File: src/rtl/seven_seg_pkg.sv
// Shared definitions for the multiplexed seven-segment display path:
// active-low segment glyphs, digit position encoding and the captured value.
package seven_seg_pkg;

  // Active-low segment codes, bit order {g,f,e,d,c,b,a}.
  localparam logic [6:0] SEG_0     = 7'b1000000;
  localparam logic [6:0] SEG_1     = 7'b1111001;
  localparam logic [6:0] SEG_2     = 7'b0100100;
  localparam logic [6:0] SEG_3     = 7'b0110000;
  localparam logic [6:0] SEG_4     = 7'b0011001;
  localparam logic [6:0] SEG_5     = 7'b0010010;
  localparam logic [6:0] SEG_6     = 7'b0000010;
  localparam logic [6:0] SEG_7     = 7'b1111000;
  localparam logic [6:0] SEG_8     = 7'b0000000;
  localparam logic [6:0] SEG_9     = 7'b0010000;
  localparam logic [6:0] SEG_MINUS = 7'b0111111;
  localparam logic [6:0] SEG_BLANK = 7'b1111111;
  // Segments a, d and g: shown for any non-BCD nibble (10..15).
  localparam logic [6:0] SEG_ERR   = 7'b0110110;

  // Scan position; also the anode bit number (0 = rightmost).
  typedef logic [1:0] digit_idx_t;
  localparam digit_idx_t DIGIT_ONES     = 2'd0;
  localparam digit_idx_t DIGIT_TENS     = 2'd1;
  localparam digit_idx_t DIGIT_HUNDREDS = 2'd2;
  localparam digit_idx_t DIGIT_SIGN     = 2'd3;

  // One converted value as delivered by the bcd converter.
  typedef struct packed {
    logic       sign;
    logic [3:0] hundreds;
    logic [3:0] tens;
    logic [3:0] ones;
  } bcd_value_t;

  // True when a nibble is not a decimal digit.
  function automatic logic is_bcd_err(logic [3:0] d);
    return (d > 4'd9);
  endfunction

endpackage

File: src/rtl/seg7_decoder.sv
// Combinational BCD nibble to active-low seven-segment glyph.
// Non-decimal nibbles map to the error glyph.
module seg7_decoder
  import seven_seg_pkg::*;
(
  input  logic [3:0] bcd_i,
  output logic [6:0] seg_o
);

  // Glyph lookup; everything above 9 falls to the error pattern.
  always_comb begin
    seg_o = SEG_ERR;
    case (bcd_i)
      4'd0:    seg_o = SEG_0;
      4'd1:    seg_o = SEG_1;
      4'd2:    seg_o = SEG_2;
      4'd3:    seg_o = SEG_3;
      4'd4:    seg_o = SEG_4;
      4'd5:    seg_o = SEG_5;
      4'd6:    seg_o = SEG_6;
      4'd7:    seg_o = SEG_7;
      4'd8:    seg_o = SEG_8;
      4'd9:    seg_o = SEG_9;
      default: seg_o = SEG_ERR;
    endcase
  end

endmodule

File: src/rtl/seven_segment_mux.sv
// Latches each value from the bcd converter into a shadow register and
// time-multiplexes it onto a 4-digit common-anode display
// (sign, hundreds, tens, ones). All pin outputs are registered.
//
// Handshake: data_ready is a qualifier only (no ready back-pressure). Every
// rising clock edge that sees data_ready=1 copies sign/digits into the
// shadow register; holding it high simply recaptures each cycle.
module seven_segment_mux
  import seven_seg_pkg::*;
#(
  parameter int REFRESH_DIV = 100000
) (
  input  logic       clk,
  input  logic       rst,
  input  logic       sign,
  input  logic [3:0] hundreds,
  input  logic [3:0] tens,
  input  logic [3:0] ones,
  input  logic       data_ready,
  input  logic       blank,
  output logic [3:0] an,
  output logic [6:0] seg,
  output logic       dp
);

  // A divider of 1 still needs a 1-bit counter that is always at its last value.
  localparam int CNT_W = (REFRESH_DIV > 1) ? $clog2(REFRESH_DIV) : 1;
  localparam logic [CNT_W-1:0] CNT_LAST = CNT_W'(REFRESH_DIV - 1);

  logic [CNT_W-1:0] cnt_q, cnt_d;
  digit_idx_t       idx_q, idx_d;
  bcd_value_t       shadow_q, shadow_d;
  logic [3:0]       an_q, an_d;
  logic [6:0]       seg_q, seg_d;
  logic [3:0]       dec_in;
  logic [6:0]       dec_seg;

  // Refresh counter: dwell REFRESH_DIV cycles per digit, then step the scan index.
  always_comb begin
    cnt_d = cnt_q + 1'b1;
    idx_d = idx_q;
    if (cnt_q == CNT_LAST) begin
      cnt_d = '0;
      idx_d = idx_q + 2'd1;
    end
  end

  // Shadow capture: the display only ever sees this copy, never the live inputs.
  always_comb begin
    shadow_d = shadow_q;
    if (data_ready) begin
      shadow_d.sign     = sign;
      shadow_d.hundreds = hundreds;
      shadow_d.tens     = tens;
      shadow_d.ones     = ones;
    end
  end

  // Route the digit at the current scan position into the shared decoder.
  always_comb begin
    dec_in = 4'd0;
    case (idx_q)
      DIGIT_ONES:     dec_in = shadow_q.ones;
      DIGIT_TENS:     dec_in = shadow_q.tens;
      DIGIT_HUNDREDS: dec_in = shadow_q.hundreds;
      default:        dec_in = 4'd0;
    endcase
  end

  seg7_decoder u_dec (
    .bcd_i (dec_in),
    .seg_o (dec_seg)
  );

  // Next segment/anode values: leading-zero suppression, sign glyph, blanking.
  // A suppressed digit keeps its anode on with all segments dark; an error
  // nibble is always shown so a bad value is never hidden.
  always_comb begin
    seg_d = dec_seg;
    case (idx_q)
      DIGIT_TENS: begin
        if (!is_bcd_err(shadow_q.tens) &&
            (shadow_q.hundreds == 4'd0) && (shadow_q.tens == 4'd0)) begin
          seg_d = SEG_BLANK;
        end
      end
      DIGIT_HUNDREDS: begin
        if (shadow_q.hundreds == 4'd0) begin
          seg_d = SEG_BLANK;
        end
      end
      DIGIT_SIGN: begin
        seg_d = shadow_q.sign ? SEG_MINUS : SEG_BLANK;
      end
      default: seg_d = dec_seg;
    endcase
    an_d = blank ? 4'b1111 : ~(4'b0001 << idx_q);
  end

  // State and output registers with synchronous reset.
  always_ff @(posedge clk) begin
    if (rst) begin
      cnt_q    <= '0;
      idx_q    <= DIGIT_ONES;
      shadow_q <= '0;
      an_q     <= 4'b1111;
      seg_q    <= SEG_BLANK;
    end else begin
      cnt_q    <= cnt_d;
      idx_q    <= idx_d;
      shadow_q <= shadow_d;
      an_q     <= an_d;
      seg_q    <= seg_d;
    end
  end

  assign an  = an_q;
  assign seg = seg_q;
  assign dp  = 1'b1;

endmodule

File: config.mk
export PLATFORM = sky130hd
export DESIGN_NAME = seven_segment_mux
export DESIGN_NICKNAME = d
export VERILOG_FILES = /design/src/rtl/seven_seg_pkg.sv /design/src/rtl/seg7_decoder.sv /design/src/rtl/seven_segment_mux.sv
export SDC_FILE = /design/constraint.sdc
export NUM_CORES = 1
export LEC_CHECK = 0
export ABC_AREA = 1
export ABC_CLOCK_PERIOD_IN_PS = 1650
export BUFFER_PORTS_ARGS = -buffer_cell sky130_fd_sc_hd__clkbuf_2
export CORE_ASPECT_RATIO = 1.2
export CORE_UTILIZATION = 51
export DETAILED_ROUTE_END_ITERATION = 6
export PLACE_DENSITY = 0.74
export SYNTH_ARGS = -nofsm -noshare
export SYNTH_HDL_FRONTEND = slang
export SYNTH_SLANG_ARGS = --single-unit
File: constraint.sdc
create_clock -name clk -period 1.65 [get_ports clk]
set_clock_uncertainty 0.1 [all_clocks]
set_input_delay 0.33 -clock clk [delete_from_list [all_inputs] [get_ports clk]]
set_output_delay 0.33 -clock clk [all_outputs]
set_load 0.02 [all_outputs]
==> After elaboration in Yosys (flattened, before gate mapping) <==
Memories as Yosys holds them, arrays and structs flattened.
Index checks and enable logic that the tools add are counted.
{ "op_classes": {"n_reduce_logical": 8, "n_eq_ne": 4, "n_shift": 1, "bitwise_logic": 1, "magnitude_cmp": 1, "n_addsub": 2, "mux": 5} }
{ "op_table": {"columns": ["cell", "n"], "rows": [
  ["7-bit two-way mux", 3],
  ["7-bit case mux with 3 select lines", 1],
  ["17-bit by 1-bit adder with 17-bit output, second input constant", 1],
  ["17-bit == test, second input constant", 1],
  ["4-bit case mux with 3 select lines", 1],
  ["4-bit zero test", 2],
  ["2-bit == test, second input constant", 2],
  ["4-bit > comparator, second input constant", 1],
  ["4-bit inverter", 1],
  ["2-bit OR reduction", 2],
  ["1-bit by 2-bit << shifter with 4-bit output, first input constant", 1],
  ["2-bit by 1-bit adder with 2-bit output, second input constant", 1],
  ["2-bit by 1-bit == test with 1-bit output, second input constant", 1],
  ["1-bit logical AND", 2],
  ["2-bit zero test", 1],
  ["1-bit zero test", 1]
]} }
{ "totals": {"ff_bits": 43, "rom_bits": 112, "out_inout_bits": 12, "in_bits": 17, "n_memories": 1, "word_cells": 31} }
{ "mem_list": {"columns": ["name", "words", "word_bits", "read_ports", "rd_clocked_by_memory_dff", "write_ports", "line", "source"], "rows": [
  ["(no name shown)", 16, 7, 1, 0, 0, "seg7_decoder.sv:13", "case (bcd_i)"]
]} }

==> Longest topological paths before layout <==
{ "depth": {"word_depth": 6, "depth_mapped": 13, "depth_no_buf": 13} }

==> Cells and area by module <==
A second synthesis with hierarchy kept.
{ "unflattened": {"cells_unflattened": 366, "area_unflattened_um2": 2347.3} }
{ "modules_own_cells": {"columns": ["mod", "area_per_inst_um2", "seq_area_each_um2", "cells_per_inst", "n_inst"], "rows": [
  ["seven_segment_mux", 2184.6, 860.8, 335, 1],
  ["seg7_decoder", 162.7, 0.0, 31, 1]
]} }

==> Worst setup path after synthesis <==
Ideal clock, no wire load.
{ "synth_timing": {"kind": "register -> register", "from": "register idx_q[0]", "to": "register seg_q[5] (netlist: seg[5])", "period_less_slack_ns": 1.785, "setup_slack_ns": -0.135, "n_path_buf": 0, "stages_incl_launch_ff": 13, "arrival_ns": 1.555, "setup_time_ns": 0.129, "required_time_ns": 1.421, "path_cell_list": "dfxtp_1 -> inv_1 -> ha_1 -> nand2_1 -> nand3_1 -> nand2_1 -> inv_1 -> ha_1 -> nand3b_1 -> nand3_1 -> nand2_1 -> nand2_1 -> nand2_1"} }
{ "synth_between": {"elab_chain_cells": 5, "elab_cells_between_ends": 9, "classes_between": "3 x eq/ne; 4 x mux; 1 x reduce/logical; 1 x memory"} }
{ "synth_rtl": {"columns": ["element", "line", "source"], "rows": [
  ["from (decl)", "seven_segment_mux.sv:31", "digit_idx_t idx_q, idx_d;"],
  ["from (signal assigned)", "seven_segment_mux.sv:110", "idx_q <= idx_d;"],
  ["2-bit == test (tied with other cells)", "seven_segment_mux.sv:62, seven_segment_mux.sv:80", null],
  ["4-bit case mux with 3 select lines", "seven_segment_mux.sv:62", "case (idx_q)"],
  ["memory read 16 x 7 bit", null, null],
  ["7-bit two-way mux, on equally long branches", "seven_segment_mux.sv:88, seven_segment_mux.sv:82", null],
  ["7-bit case mux with 3 select lines (*)", "seven_segment_mux.sv:80", "case (idx_q)"],
  ["to (signal assigned)", "seven_segment_mux.sv:113", "seg_q <= seg_d;"],
  ["to (decl)", "seven_segment_mux.sv:34", "logic [6:0] seg_q, seg_d;"]
]} }
Every way passes the cells marked *; elsewhere a longest branch is shown, timed or not.
A chain may end at the register's enable or synchronous reset.

==> Worst setup path after layout <==
{ "layout_timing": {"from": "register idx_q[1]", "to": "register seg_q[5] (netlist: seg[5])"} }
Same word-level chain as after synthesis.

==> results.json <==
{
  "die_w_um": 61.5,
  "cpMostUsedCell": "nand2_1",
  "highest_layer": "met4",
  "wl_met2_um": 2660,
  "peakVddDrop_uv": 571,
  "clock_latency_ns": 0.30,
  "netlist_top_cells_count": "nand2_1, nor2_1, dfxtp_1",
  "finalSetupViolCount": 4,
  "powerDensity_nw_per_um2": 721,
  "pwr-share-comb_pct": 13.4,
  "hold_viol_final": 0,
  "ios": 29,
  "antenna_found_initial": 0,
  "first_pass_iters": 5,
  "dieHeight_um": 73.5,
  "vias": 2042,
  "utilization_pct": 70.3,
  "cts_sinks": 43,
  "synth-seq-area-share_pct": 39.7,
  "wl_met3_um": 154,
  "multi_input_area_um2": 1310,
  "postRouteWirelength_um": 4980,
  "seq_area_um2": 870,
  "switching_share_pct": 26.6,
  "synth_compound_area_share_pct": 4.90,
  "yosysUniqueCellTypes": 26,
  "drc": 0,
  "path_buf_inv": 2,
  "gr-usage-all-layers_pct": 25.0,
  "root_buffer": "clkbuf_8",
  "core_area_um2": 4000,
  "antenna_cells": 0,
  "holdWs_ns": 0.149,
  "cap_violations": 0,
  "synth_area_um2": 2170,
  "setup_slack_ns": -0.0332,
  "finalCritPeriodShare_pct": 102,
  "grt_setup_unrepaired": "yes",
  "synth_most_common_cell": "nand2_1",
  "synth_top_family_by_area": "simple AND/OR/NAND/NOR gates",
  "crit_family": "simple AND/OR/NAND/NOR gates",
  "ys_ff_latch": 43,
  "wl_per_cell_um": 11.8,
  "htreeDepth": 2,
  "syn_inst": 311,
  "p_sw_uw": 541,
  "synth_fa_ha_area_share_pct": 6.34,
  "placed_area_um2": 2560,
  "hp-class": "in -> reg",
  "endpoint_kind": "flop",
  "worstHoldStart": "hundreds[0]",
  "drv_slew": 0,
  "viasPerCell": 4.85,
  "syn-mean-instance-area_um2": 6.98,
  "dieArea_um2": 4520,
  "yosys_most_used_dff": "dfxtp_1",
  "place_congestion": 0.938,
  "crit_path_max_fanout": 4,
  "timing.critical_path.from": "idx_q[1]$_SDFFE_PP0P_",
  "row_count": 25,
  "final_antenna_net_count": 0,
  "ys_top_cells_by_area": "dfxtp_1, nand2_1, nor2_1",
  "p_leak_uw": 0.00127,
  "arrival_ns": 1.78,
  "clockBufferDepth": 2,
  "synthSimpleGateAreaFrac_pct": 36.4,
  "grt_max_degree": 15,
  "seqPwrFrac_pct": 54.6,
  "synth_area_leader_cell": "dfxtp_1",
  "crit_path_start_kind": "flop",
  "nNetsFinal": 394,
  "numCtsBuffers": 5,
  "grt_pass1_wl_um": 8350,
  "async_reset_ff_share_pct": 0,
  "synth_edf_count": 0,
  "critical_path.slowest_cell": "dfxtp_4",
  "synth.mux.area_fraction_pct": 0,
  "path_cells": "inv_4 -> ha_4 -> nand2_2 -> nand3_2 -> nand2_4 -> inv_4 -> ha_2 -> nand3b_1 -> nand3_1 -> nand2_1 -> nand2_1 -> nand2_1",
  "hpwl_um": 3570,
  "violations": "negative setup slack",
  "cp.required_ns": 1.75,
  "start_util_pct": 54.2,
  "r2r_start": "idx_q[1]$_SDFFE_PP0P_",
  "clockPowerShare_pct": 32.1,
  "port_buffers": 27,
  "outcome": "finished with violations",
  "layout-drive-gt1-share_pct": 29.4,
  "cts.clk_slew.worst_paths_ns": 0.08,
  "post-route-cell-area_um2": 2820,
  "cts_tree": "done",
  "fmax_mhz": 594,
  "synth_nets": 339,
  "min_period_ns": 1.68,
  "grt_pass1_vias": 2000,
  "area_growth_pct": 29.8,
  "drt_iter0_drc": 115,
  "cpPeakStageDelay_ns": 0.39,
  "setup_tns_ns": -0.0705,
  "met1_length_um": 1960,
  "synth_xor_area_share_pct": 4.84,
  "gr-total-overflow": 0,
  "ys_warn_count": 0,
  "synth_top_area_share_pct": 39.7,
  "intPower_uw": 1490,
  "nFillCells": 347,
  "worstSetupPathType": "reg -> reg"
}
flip-flops by register name, summed over array words and instances (netlist names):
register  cells
cnt_q        17
shadow_q     13
seg           7
an            4
idx_q         2
path summary, 6_finish.rpt:
kind / endpoint / slack, ns / depth (start not counted)
worst max-delay path: seg[5]$_SDFF_PP1_ / -0.03 / 12
worst min-delay path: shadow_q[8]$_SDFFE_PP0P_ / 0.15 / 3
worst max register to register: seg[5]$_SDFF_PP1_ / -0.03 / 12
worst min register to register: cnt_q[0]$_SDFF_PP0_ / 0.32 / 1
power groups by stage:
stage / Sequential [uW] / Combinational [uW] / Clock [uW]
CTS: 1110 / 256 / 663
floorplan: 1150 / 131 / 0
global placement: 1130 / 229 / 0
detailed placement: 1130 / 234 / 0
global route: 1120 / 308 / 699
finish: 1110 / 272 / 651
worst reg2reg max path, delay by kind of cell, from the launching register on:
kind                     cells  cell delay (ns)
flip-flops                   1             0.39
AND/OR/NAND/NOR              8             0.67
adder cells (fa/ha/maj)      2             0.34
buffers and inverters        2             0.11
through the flow:
stage	std cells	total power, uW	worst slack (ns)
4_1_cts	420	2030	-0.000325
2_1_floorplan	311	1280	-0.00363
5_1_grt	421	2120	-0.141
3_5_place_dp	410	1360	-0.0876
3_3_place_gp	410	1360	-0.0233
6_report	421	2030	-0.0332
layout by cell type (no fill, tap or decap), types with 4 or more instances in the layout:
cell type,instances
nor2_1,65
nand2_1,59
dfxtp_1,40
inv_1,29
clkbuf_2,27
buf_4,24
nand3_1,17
o21ai_0,14
nand2_2,12
xor2_1,8
nor3_1,7
nand3_2,6
clkbuf_8,5
nand2_4,4
nand4_1,4
xnor2_1,4
ha_4,4
ha_1,4
cell type report:
| class | instances | share of cell area, % |
|---|---|---|
| multi-input combinational | 227 | 46.5 |
| sequential | 43 | 30.9 |
| timing repair buffer | 54 | 12.4 |
| inverter | 35 | 4.93 |
| clock buffer | 7 | 2.71 |
| tap | 54 | 2.40 |
| clock inverter | 1 | 0.178 |
timing repair:
item | 4_1_cts | 5_1_grt
setup endpoints to repair | 6 | 17
hold buffers | 0 | 0
hold endpoints to repair | 0 | 0
pin swaps | 12 | 7
buffers inserted | 2 | 1
resized for setup | 27 | 16
metal layers:
metal / up-vias / global-route usage [%]
met2: 45 / 44.4
met3: 20 / 5.99
met1: 903 / 26.3
met5: - / 0
met4: 0 / 13.3
li1: 1074 / -
cell families (layout without fill, tap and decap cells):
kind of cell,count (synthesis),count (layout)
other,1,1
XOR/XNOR,12,12
AO/OA/AOI/OAI,19,19
adder cells (fa/ha/maj),11,11
AND/OR/NAND/NOR,184,184
flip-flops,43,43
buffers and inverters,41,97
Power figures use the tool's default switching activity.
